[config.mk]
export PLATFORM = sky130hd
export DESIGN_NAME = float16_mul_arbiter
export DESIGN_NICKNAME = d
export VERILOG_FILES = /design/src/rtl/float16_pkg.sv /design/src/rtl/float16_multiplier.sv /design/src/rtl/rr_arbiter.sv /design/src/rtl/float16_mul_arbiter.sv
export SDC_FILE = /design/constraint.sdc
export NUM_CORES = 1
export LEC_CHECK = 0
export BUFFER_PORTS_ARGS = -buffer_cell sky130_fd_sc_hd__buf_2
export CAP_MARGIN = 0
export CORE_AREA = 2 2 133 135
export CTS_CLUSTER_DIAMETER = 100
export CTS_CLUSTER_SIZE = 12
export DETAILED_ROUTE_END_ITERATION = 8
export DIE_AREA = 0 0 135 137
export PLACE_DENSITY = 0.75
export SYNTH_ARGS = -nofsm -noshare
export SYNTH_HDL_FRONTEND = slang
export SYNTH_SLANG_ARGS = --single-unit
[constraint.sdc]
create_clock -name clk -period 10.2 [get_ports clk]
set_input_delay 1.53 -clock clk [delete_from_list [all_inputs] [get_ports clk]]
set_output_delay 1.53 -clock clk [all_outputs]
set_load 0.05 [all_outputs]
[src/rtl/float16_pkg.sv]
// rtl/float16_pkg.sv - shared float16 format constants and types
package float16_pkg;

  localparam int FP16_W     = 16;
  localparam int FP16_EXP_W = 5;
  localparam int FP16_SIG_W = 10;
  localparam int FP16_BIAS  = 15;

  typedef logic [FP16_W-1:0] fp16_t;

  typedef struct packed {
    logic                  sign;
    logic [FP16_EXP_W-1:0] exp;
    logic [FP16_SIG_W-1:0] frac;
  } fp16_fields_t;

  localparam fp16_t FP16_ONE  = 16'h3C00;
  localparam fp16_t FP16_INF  = 16'h7C00;
  localparam fp16_t FP16_QNAN = 16'h7E00;

endpackage

[src/rtl/float16_multiplier.sv]
// rtl/float16_multiplier.sv - combinational float16 multiply, round-to-nearest-even
// Subnormal inputs and results flush to signed zero; of_o flags finite overflow to inf.
module float16_multiplier
  import float16_pkg::*;
(
  input  fp16_t a_i,
  input  fp16_t b_i,
  output fp16_t c_o,
  output logic  of_o
);

  fp16_fields_t      fa, fb;
  logic              a_zero, b_zero, a_inf, b_inf, a_nan, b_nan, sign;
  logic [10:0]       ma, mb, mant;
  logic [21:0]       prod;
  logic              guard, sticky, round_up;
  logic [11:0]       mant_rnd;
  logic [9:0]        frac;
  logic signed [7:0] exp_r;

  assign fa     = a_i;
  assign fb     = b_i;
  assign a_zero = (fa.exp == '0);
  assign b_zero = (fb.exp == '0);
  assign a_inf  = (&fa.exp) && (fa.frac == '0);
  assign b_inf  = (&fb.exp) && (fb.frac == '0);
  assign a_nan  = (&fa.exp) && (fa.frac != '0);
  assign b_nan  = (&fb.exp) && (fb.frac != '0);
  assign sign   = fa.sign ^ fb.sign;
  assign ma     = {1'b1, fa.frac};
  assign mb     = {1'b1, fb.frac};
  assign prod   = {11'b0, ma} * {11'b0, mb};

  // Product of two [1,2) significands lies in [1,4); bit 21 selects the extra shift.
  always_comb begin
    if (prod[21]) begin
      mant   = prod[21:11];
      guard  = prod[10];
      sticky = |prod[9:0];
    end else begin
      mant   = prod[20:10];
      guard  = prod[9];
      sticky = |prod[8:0];
    end
  end

  assign round_up = guard & (sticky | mant[0]);
  assign mant_rnd = {1'b0, mant} + {11'b0, round_up};
  assign frac     = mant_rnd[11] ? mant_rnd[10:1] : mant_rnd[9:0];
  assign exp_r    = $signed({3'b000, fa.exp}) + $signed({3'b000, fb.exp})
                  - $signed(8'(FP16_BIAS))
                  + $signed({7'b0, prod[21]}) + $signed({7'b0, mant_rnd[11]});

  always_comb begin
    c_o  = '0;
    of_o = 1'b0;
    if (a_nan || b_nan) begin
      c_o = FP16_QNAN;
    end else if (a_inf || b_inf) begin
      c_o = (a_zero || b_zero) ? FP16_QNAN : {sign, FP16_INF[14:0]};
    end else if (a_zero || b_zero) begin
      c_o = {sign, 15'b0};
    end else if (exp_r >= 8'sd31) begin
      c_o  = {sign, FP16_INF[14:0]};
      of_o = 1'b1;
    end else if (exp_r <= 8'sd0) begin
      c_o = {sign, 15'b0};
    end else begin
      c_o = {sign, exp_r[4:0], frac};
    end
  end

endmodule

[src/rtl/rr_arbiter.sv]
// rtl/rr_arbiter.sv - combinational round-robin arbiter
// Searches req_i starting at ptr_i, wrapping, and grants the first set bit.
module rr_arbiter #(
  parameter int N     = 4,
  parameter int IDX_W = $clog2(N)
) (
  input  logic [N-1:0]     req_i,
  input  logic [IDX_W-1:0] ptr_i,
  output logic [N-1:0]     grant_o,
  output logic [IDX_W-1:0] grant_idx_o,
  output logic             grant_vld_o
);

  logic [IDX_W:0] cand;

  always_comb begin
    grant_o     = '0;
    grant_idx_o = '0;
    grant_vld_o = 1'b0;
    cand        = '0;
    for (int i = 0; i < N; i++) begin
      cand = {1'b0, ptr_i} + (IDX_W+1)'(i);
      if (cand >= (IDX_W+1)'(N)) begin
        cand = cand - (IDX_W+1)'(N);
      end
      if (!grant_vld_o && req_i[cand[IDX_W-1:0]]) begin
        grant_vld_o                 = 1'b1;
        grant_o[cand[IDX_W-1:0]]    = 1'b1;
        grant_idx_o                 = cand[IDX_W-1:0];
      end
    end
  end

endmodule

[src/rtl/float16_mul_arbiter.sv]
// rtl/float16_mul_arbiter.sv - round-robin shared float16 multiplier, 2-stage pipeline
// S1 holds operands feeding the combinational multiplier; S2 holds the result and drives rsp_*.
module float16_mul_arbiter
  import float16_pkg::*;
#(
  parameter int NUM_REQ = 4,
  parameter int ID_W    = $clog2(NUM_REQ),
  parameter int OFCNT_W = 8
) (
  input  logic                  clk,
  input  logic                  rst_n,
  input  logic [NUM_REQ-1:0]    req_valid,
  output logic [NUM_REQ-1:0]    req_ready,
  input  logic [16*NUM_REQ-1:0] req_a,
  input  logic [16*NUM_REQ-1:0] req_b,
  output logic                  rsp_valid,
  input  logic                  rsp_ready,
  output logic [ID_W-1:0]       rsp_id,
  output logic [15:0]           rsp_c,
  output logic                  rsp_of,
  output logic                  busy,
  output logic [OFCNT_W-1:0]    of_count,
  input  logic                  of_clear
);

  logic               s1_vld_q, s1_vld_d;
  fp16_t              s1_a_q, s1_a_d, s1_b_q, s1_b_d;
  logic [ID_W-1:0]    s1_id_q, s1_id_d;
  logic               s2_vld_q, s2_vld_d;
  fp16_t              s2_c_q, s2_c_d;
  logic               s2_of_q, s2_of_d;
  logic [ID_W-1:0]    s2_id_q, s2_id_d;
  logic [ID_W-1:0]    rr_ptr_q, rr_ptr_d;
  logic [OFCNT_W-1:0] of_count_q, of_count_d;

  logic [NUM_REQ-1:0] gnt;
  logic [ID_W-1:0]    gnt_idx;
  logic               gnt_vld;
  logic               s1_adv, s2_adv, accept, rsp_hs;
  fp16_t              sel_a, sel_b, mul_c;
  logic               mul_of;

  rr_arbiter #(.N(NUM_REQ), .IDX_W(ID_W)) u_arb (
    .req_i       (req_valid),
    .ptr_i       (rr_ptr_q),
    .grant_o     (gnt),
    .grant_idx_o (gnt_idx),
    .grant_vld_o (gnt_vld)
  );

  float16_multiplier u_mul (
    .a_i  (s1_a_q),
    .b_i  (s1_b_q),
    .c_o  (mul_c),
    .of_o (mul_of)
  );

  assign s2_adv    = !s2_vld_q || rsp_ready;
  assign s1_adv    = !s1_vld_q || s2_adv;
  assign accept    = gnt_vld && s1_adv;
  assign rsp_hs    = s2_vld_q && rsp_ready;
  assign req_ready = s1_adv ? gnt : '0;
  assign sel_a     = req_a[16*gnt_idx +: 16];
  assign sel_b     = req_b[16*gnt_idx +: 16];

  always_comb begin
    s1_vld_d   = s1_vld_q;
    s1_a_d     = s1_a_q;
    s1_b_d     = s1_b_q;
    s1_id_d    = s1_id_q;
    s2_vld_d   = s2_vld_q;
    s2_c_d     = s2_c_q;
    s2_of_d    = s2_of_q;
    s2_id_d    = s2_id_q;
    rr_ptr_d   = rr_ptr_q;
    of_count_d = of_count_q;

    if (s1_adv) begin
      s1_vld_d = accept;
      if (accept) begin
        s1_a_d  = sel_a;
        s1_b_d  = sel_b;
        s1_id_d = gnt_idx;
      end
    end

    if (s2_adv) begin
      s2_vld_d = s1_vld_q;
      if (s1_vld_q) begin
        s2_c_d  = mul_c;
        s2_of_d = mul_of;
        s2_id_d = s1_id_q;
      end
    end

    if (accept) begin
      rr_ptr_d = (gnt_idx == ID_W'(NUM_REQ-1)) ? '0 : gnt_idx + ID_W'(1);
    end

    // Clear takes priority over a same-cycle overflow delivery.
    if (of_clear) begin
      of_count_d = '0;
    end else if (rsp_hs && s2_of_q && !(&of_count_q)) begin
      of_count_d = of_count_q + OFCNT_W'(1);
    end
  end

  always_ff @(posedge clk or negedge rst_n) begin
    if (!rst_n) begin
      s1_vld_q   <= 1'b0;
      s1_a_q     <= '0;
      s1_b_q     <= '0;
      s1_id_q    <= '0;
      s2_vld_q   <= 1'b0;
      s2_c_q     <= '0;
      s2_of_q    <= 1'b0;
      s2_id_q    <= '0;
      rr_ptr_q   <= '0;
      of_count_q <= '0;
    end else begin
      s1_vld_q   <= s1_vld_d;
      s1_a_q     <= s1_a_d;
      s1_b_q     <= s1_b_d;
      s1_id_q    <= s1_id_d;
      s2_vld_q   <= s2_vld_d;
      s2_c_q     <= s2_c_d;
      s2_of_q    <= s2_of_d;
      s2_id_q    <= s2_id_d;
      rr_ptr_q   <= rr_ptr_d;
      of_count_q <= of_count_d;
    end
  end

  assign rsp_valid = s2_vld_q;
  assign rsp_c     = s2_c_q;
  assign rsp_of    = s2_of_q;
  assign rsp_id    = s2_id_q;
  assign busy      = s1_vld_q || s2_vld_q;
  assign of_count  = of_count_q;

endmodule

Yosys cells after proc, flatten, opt, wreduce, memory -nomap -nowiden
Cells that the tools add are included.
{"block": "op_classes", "addsub": 14, "n_mul": 1, "order_cmp": 14, "eq_ne": 1, "shifts": 2, "mux": 50, "bitwise": 6, "reduce_logical": 41}
{"operator": "64-bit by 7-bit variable part select with 16-bit output", "n": 2}
{"operator": "16-bit 2-to-1 mux", "n": 3}
{"operator": "15-bit 2-to-1 mux", "n": 3}
{"operator": "11-bit by 11-bit multiplier with 22-bit output", "n": 1}
{"operator": "10-bit zero test", "n": 2}
{"operator": "4-bit 2-to-1 mux", "n": 5}
{"operator": "10-bit nonzero test", "n": 2}
{"operator": "1-bit 2-to-1 mux", "n": 18}
{"operator": "2-bit 2-to-1 mux", "n": 9}
{"operator": "8-bit by 2-bit adder with 8-bit output", "n": 2}
{"operator": "8-bit 2-to-1 mux", "n": 2}
{"operator": "1-bit logical AND", "n": 15}
{"operator": "11-bit by 1-bit adder with 12-bit output", "n": 1}
{"operator": "2-bit by 3-bit < comparator with 1-bit output (second input constant)", "n": 4}
{"operator": "4-bit bitwise OR", "n": 3}
{"operator": "11-bit 2-to-1 mux", "n": 1}
{"operator": "5-bit zero test", "n": 2}
{"operator": "10-bit 2-to-1 mux", "n": 1}
{"operator": "5-bit AND reduction", "n": 2}
{"operator": "10-bit OR reduction", "n": 1}
{"operator": "3-bit greater-or-equal comparator (second input constant)", "n": 3}
{"operator": "9-bit OR reduction", "n": 1}
{"operator": "8-bit by 1-bit adder with 8-bit output (second input constant)", "n": 1}
{"operator": "1-bit binary-select mux with 2-bit select", "n": 4}
{"operator": "other kinds (20)", "n": 41}
{"block": "word_totals", "regBits": 65, "inputBits": 136, "output_inout_bits": 33, "elab_cells": 139}

Longest topological paths before layout
{"block": "logic_depth", "depth_word": 16, "ltp_mapped": 35, "mapped_depth_nobuf": 33}

By module
From an unflattened synthesis, not the netlist that was laid out.
{"block": "unflattened", "hier_cells": 976, "hier_area_um2": 9385.3}
{"module": "float16_multiplier", "instances": 1, "cells_each": 713, "area_each_um2": 5584.1, "seq_area_each_um2": 0.0}
{"module": "float16_mul_arbiter", "instances": 1, "cells_each": 218, "area_each_um2": 3379.5, "seq_area_each_um2": 1626.6}
{"module": "rr_arbiter", "instances": 1, "cells_each": 45, "area_each_um2": 421.7, "seq_area_each_um2": 0.0}

Worst setup path after synthesis
OpenSTA, ideal clock, no wires.
{"block": "synth_timing", "path_kind": "register to register", "start": "reg s1_b_q[9]", "end": "reg s2_c_q[5], in the netlist rsp_c[5]", "setup_ns": 0.124, "arrival_time_ns": 7.378, "required_ns": 10.076, "slack_ns": 2.698, "stages_incl_launch_ff": 35, "n_path_buf": 3, "synth_period_minus_slack_ns": 7.502, "cell_sequence": "dfrtp_1 clkbuf_1 inv_1 nor2_1 fa_1 inv_1 fa_1 inv_1 fa_1 fa_1 inv_1 fa_1 inv_1 ha_1 buf_2 a21oi_1 o21ai_0 nand2_1 a211o_1 nand3_1 clkinv_1 clkbuf_1 ha_1 inv_1 ha_1 inv_1 fa_1 xor2_1 nor4_1 a21oi_1 o211ai_1 nand2b_1 inv_1 and2_4 a211o_1"}
{"block": "synth_between", "elab_chain_len": 13, "word_cells_on_any_way": 24, "cone_classes": "3 x add/sub; 1 x mul; 2 x order compare; 9 x mux; 2 x bitwise; 7 x reduce/logical"}
{"item": "start, declared", "line_no": "float16_mul_arbiter.sv:27", "source": "fp16_t s1_a_q, s1_a_d, s1_b_q, s1_b_d;"}
{"item": "start signal, assigned", "line_no": "float16_mul_arbiter.sv:112", "source": "s1_b_q <= '0;"}
{"item": "start signal, assigned", "line_no": "float16_mul_arbiter.sv:123", "source": "s1_b_q <= s1_b_d;"}
{"item": "11-bit by 11-bit multiplier with 22-bit output", "line_no": "float16_multiplier.sv:32", "source": "assign prod = {11'b0, ma} * {11'b0, mb};"}
{"item": "10-bit OR reduction", "line_no": "float16_multiplier.sv:39", "source": "sticky = |prod[9:0];"}
{"item": "1-bit 2-to-1 mux", "line_no": "float16_multiplier.sv:36", "source": "if (prod[21]) begin"}
{"item": "1-bit bitwise OR", "line_no": "float16_multiplier.sv:47", "source": "assign round_up = guard & (sticky | mant[0]);"}
{"item": "1-bit bitwise AND", "line_no": "float16_multiplier.sv:47"}
{"item": "11-bit by 1-bit adder with 12-bit output", "line_no": "float16_multiplier.sv:48", "source": "assign mant_rnd = {1'b0, mant} + {11'b0, round_up};"}
{"item": "8-bit by 2-bit adder with 8-bit output", "line_no": "float16_multiplier.sv:52", "source": "+ $signed({7'b0, prod[21]}) + $signed({7'b0, mant_rnd[11]});"}
{"item": "8-bit by 1-bit less-or-equal comparator with 1-bit output", "line_no": "float16_multiplier.sv:66", "source": "end else if (exp_r <= 8'sd0) begin"}
{"item": "15-bit 2-to-1 mux", "line_no": "float16_multiplier.sv:66"}
{"item": "15-bit 2-to-1 mux", "line_no": "float16_multiplier.sv:63", "source": "end else if (exp_r >= 8'sd31) begin"}
{"item": "15-bit 2-to-1 mux", "line_no": "float16_multiplier.sv:61", "source": "end else if (a_zero || b_zero) begin"}
{"item": "16-bit 2-to-1 mux", "line_no": "float16_multiplier.sv:59", "source": "end else if (a_inf || b_inf) begin"}
{"item": "16-bit 2-to-1 mux *", "line_no": "float16_multiplier.sv:57", "source": "if (a_nan || b_nan) begin"}
{"item": "end signal, assigned", "line_no": "float16_mul_arbiter.sv:115", "source": "s2_c_q <= '0;"}
{"item": "end signal, assigned", "line_no": "float16_mul_arbiter.sv:126", "source": "s2_c_q <= s2_c_d;"}
{"item": "end, declared", "line_no": "float16_mul_arbiter.sv:30", "source": "fp16_t s2_c_q, s2_c_d;"}
Every way passes the cells marked *; elsewhere a longest branch is shown, timed or not.
A chain may end at the register's enable or synchronous reset.

Final worst setup path
{"block": "layout_timing", "start": "reg s1_a_q[1]", "end": "reg s2_c_q[8], in the netlist rsp_c[8]"}
{"block": "layout_between", "elab_chain_len": 13, "word_cells_on_any_way": 25, "cone_classes": "3 x add/sub; 1 x mul; 2 x order compare; 9 x mux; 2 x bitwise; 8 x reduce/logical"}
{"item": "start, declared", "line_no": "float16_mul_arbiter.sv:27"}
{"item": "start signal, assigned", "line_no": "float16_mul_arbiter.sv:111", "source": "s1_a_q <= '0;"}
{"item": "start signal, assigned", "line_no": "float16_mul_arbiter.sv:122", "source": "s1_a_q <= s1_a_d;"}
{"item": "11-bit by 11-bit multiplier with 22-bit output", "line_no": "float16_multiplier.sv:32"}
{"item": "10-bit OR reduction / 9-bit OR reduction (equally long branches)", "line_no": "float16_multiplier.sv:39, float16_multiplier.sv:43"}
{"item": "1-bit 2-to-1 mux", "line_no": "float16_multiplier.sv:36"}
{"item": "1-bit bitwise OR", "line_no": "float16_multiplier.sv:47"}
{"item": "1-bit bitwise AND", "line_no": "float16_multiplier.sv:47"}
{"item": "11-bit by 1-bit adder with 12-bit output", "line_no": "float16_multiplier.sv:48"}
{"item": "8-bit by 2-bit adder with 8-bit output", "line_no": "float16_multiplier.sv:52"}
{"item": "8-bit by 1-bit less-or-equal comparator with 1-bit output", "line_no": "float16_multiplier.sv:66"}
{"item": "15-bit 2-to-1 mux", "line_no": "float16_multiplier.sv:66"}
{"item": "15-bit 2-to-1 mux", "line_no": "float16_multiplier.sv:63"}
{"item": "15-bit 2-to-1 mux", "line_no": "float16_multiplier.sv:61"}
{"item": "16-bit 2-to-1 mux", "line_no": "float16_multiplier.sv:59"}
{"item": "16-bit 2-to-1 mux *", "line_no": "float16_multiplier.sv:57"}
Marked as above.

==> results.ini <==
[layout]
syn_to_final_growth_pct = 13.5
num-fill-cells = 1587
num_antenna_cells = 0
layout-drive-gt1-share_pct = 15.9
nets = 1633

[route]
wire_per_inst_um = 14.4
num_vias = 8461
vias_per_cell = 5.40
wirelength_um = 22600
drt_first_pass_iters = 5
drc = 0
postRouteAntennaNets = 0
drtIter0Drc = 551

[sta]
worst_pin_slew_ns = 0.994
finalCriticalPeriod_ns = 8.55
max_freq_mhz = 117
relSlewSlack_pct = 33.5
setup_tns_ns = 0
rsz0062_at_grt = no
finalCritPeriodShare_pct = 83.8
fin_skew_ns = 0.00779
setup_violations = 0
hold_violations = 0
slew_violations = 0

[min_path]
holdCritStartpoint = rsp_id[1]$_DFFE_PN0P_
min_path_type = reg2reg

[yosys]
synth_seq_cells = 65
synth.cell_area_um2 = 9230
synth_xor_area_share_pct = 3.50
synthMuxAreaShare_pct = 1.03
yosysSeqAreaShare_pct = 17.6
synth_cells = 1217
yosysUniqueCellTypes = 76
synth-simple-area-share_pct = 26.0
ys.flop_type = dfrtp_1
syn_area_per_cell_um2 = 7.58
synthAdderAreaFrac_pct = 28.5
synth_compound_gate_area_share_pct = 14.8
ys_warn_count = 0
synth_top_family_by_area = adder cells
synth-edff-count = 0
async_reset_ff_share_pct = 100
syn_nets = 1514

[worst_setup_path]
cp-end-kind = register
crit_required_ns = 10.47
critPathSlowestCell = fa_1
cp_slowest_stage_delay_ns = 0.54
crit_path_max_fanout = 18
crit_type = reg2reg
regToRegStartpoint = s1_a_q[1]$_DFFE_PN0P_
cp-start-kind = register
arrival_ns = 8.82
crit_path_start = s1_a_q[1]$_DFFE_PN0P_

[placed_design]
io_buffers = 168
place.detailed.hpwl_um = 18500
gp_congestion = 0.918

[clock_network]
cts_tree = done
cts_hold_buf = 0
root_buffer = clkbuf_16
clk_latency_ns = 0.35
post_cts_buffers = 0
cts_htree_levels = 3
clk_pin_slew_ns = 0.06
ctsResizeCount = 0
cts_buffers = 9
clock_path_buffers = 2
cts_sinks = 65

[global_routing]
antenna_found_initial = 0
overflow = 0
grt_max_degree = 71
grt_usage_pct = 25.6
grt_pass1_wl_um = 38100
first_global_vias = 8171

[flow_run]
cap_violations = 0

[status]
outcome = complete, no violations

[floorplan]
die_area_um2 = 18500
start_util_pct = 54.1
chipHeight_um = 137
rows = 48
coreArea_um2 = 17100
num_io_pins = 169
die_x_um = 135

## cells by family (layout without fill, tap and decap cells)
group,Yosys count,after routing
muxes,9,9
buffers and inverters,205,329
adders and majority gates,161,161
DFF,65,65
AOI/OAI and AO/OA,212,212
xor gates and xnor gates,36,36
and+or+nand+nor,529,529
## final cells by class
cell class | instances | area (um2) | share of cell area, %
Tap cell | 225 | 282 | 2.69
Inverter | 140 | 528 | 5.04
Clock buffer | 10 | 229 | 2.19
Sequential cell | 65 | 1630 | 15.5
Timing Repair Buffer | 173 | 878 | 8.38
Clock inverter | 6 | 91.3 | 0.872
Multi-Input combinational cell | 947 | 6840 | 65.3
## critical path: cells and delay by family, from the launching register on
| kind | cells | cell delay, ns |
|---|---|---|
| flops | 1 | 0.46 |
| compound gates | 8 | 1.44 |
| xor+xnor | 1 | 0.14 |
| fa+ha+maj | 8 | 3.65 |
| simple gates | 8 | 1.72 |
| buf+inv | 8 | 1.04 |
## path summary, 6_finish.rpt
path	endpoint	cells past startpoint	slack, ns
min in group asynchronous	rsp_c[3]$_DFFE_PN0P_	2	1.34
min reg2reg	rsp_id[1]$_DFFE_PN0P_	2	0.47
max reg2reg	rsp_c[8]$_DFFE_PN0P_	33	1.65
min	rsp_id[1]$_DFFE_PN0P_	2	0.47
max in group asynchronous	s1_b_q[3]$_DFFE_PN0P_	2	8.31
max	rsp_c[8]$_DFFE_PN0P_	33	1.65
## layout by cell type, fill, tap and decap left out, drive strengths merged, types with 3 or more instances in the layout
cell type,Yosys,layout
nand3b,4,4
ha,79,79
nand3,51,51
nor4,9,9
nor2,60,60
xor2,16,16
nand2b,14,14
a22o,3,3
fa,82,82
buf,14,173
a21o,7,7
clkinv,1,4
a22oi,5,5
or3,5,5
o22ai,5,5
nor3,5,5
a21oi,40,40
nand2,298,298
o21a,12,12
o21ai,91,91
and2,47,47
dfrtp,65,65
a41oi,3,3
and3,7,7
nand4,12,12
xnor2,20,20
a221oi,7,7
a211o,5,5
o31ai,3,3
or2,3,3
nor2b,4,4
o211ai,8,8
mux2i,5,5
clkbuf,51,10
a31oi,3,3
a211oi,6,6
mux2,4,4
inv,139,140
## per-stage QoR
stage	instances	hold slack (ns)	util, %	setup WS [ns]	area [um2]
floorplan	1217	0.439	-	2.70	9230
global placement	1550	0.450	59.5	1.98	10200
detailed placement	1550	0.458	59.5	1.77	10200
CTS	1566	0.470	61.4	1.73	10500
global route	1566	0.492	61.4	1.03	10500
finish	1566	0.470	61.4	1.65	10500
## state kept, by name, summed over array words and instances, names as in the netlist, named ones only
signal     flops
s1_b_q        16
rr_ptr_q       1
rsp_id         2
s1_id_q        2
of_count       8
rsp_of         1
s1_a_q        16
s1_vld_q       1
rsp_valid      1
rsp_c         16
## synth_stat cells, types with 3 or more instances
library cell / number / area (um2)
o211ai_1: 8 / 60.1
xnor2_1: 19 / 166
a31oi_1: 3 / 18.8
o21a_1: 11 / 82.6
a211oi_1: 4 / 30.0
nor3_1: 5 / 25.0
buf_2: 9 / 45.0
and2_1: 44 / 275
nand2b_1: 14 / 87.6
xor2_1: 16 / 140
a41oi_1: 3 / 26.3
clkbuf_1: 51 / 191
dfrtp_1: 65 / 1630
a21o_1: 7 / 52.6
nand3_1: 51 / 255
a21oi_1: 38 / 190
nor4_1: 9 / 56.3
nand2_1: 297 / 1110
a221oi_1: 7 / 61.3
ha_1: 79 / 988
nor2b_1: 3 / 18.8
a22o_1: 3 / 26.3
o21ai_0: 87 / 435
and3_1: 7 / 43.8
o21ai_1: 4 / 20.0
nor2_1: 60 / 225
nand4_1: 11 / 68.8
a22oi_1: 5 / 37.5
mux2i_1: 5 / 50.1
inv_1: 138 / 518
or3_1: 5 / 31.3
buf_1: 4 / 15.0
fa_1: 82 / 1640
a211o_1: 5 / 43.8
nand3b_1: 4 / 30.0
o22ai_1: 5 / 31.3
## per-layer routing
layer / track usage [%] / wire length (um) / part of all wire (%)
met1: 34.7 / 10100 / 45
met2: 42.7 / 10800 / 48
met3: 3.93 / 1190 / 5.3
met4: 7.70 / 526 / 2.3
met5: 0 / 0 / 0
Power is left out: the tool's default activity adds up to more than one toggle a clock period on the data nets, which glitch-free logic cannot reach.
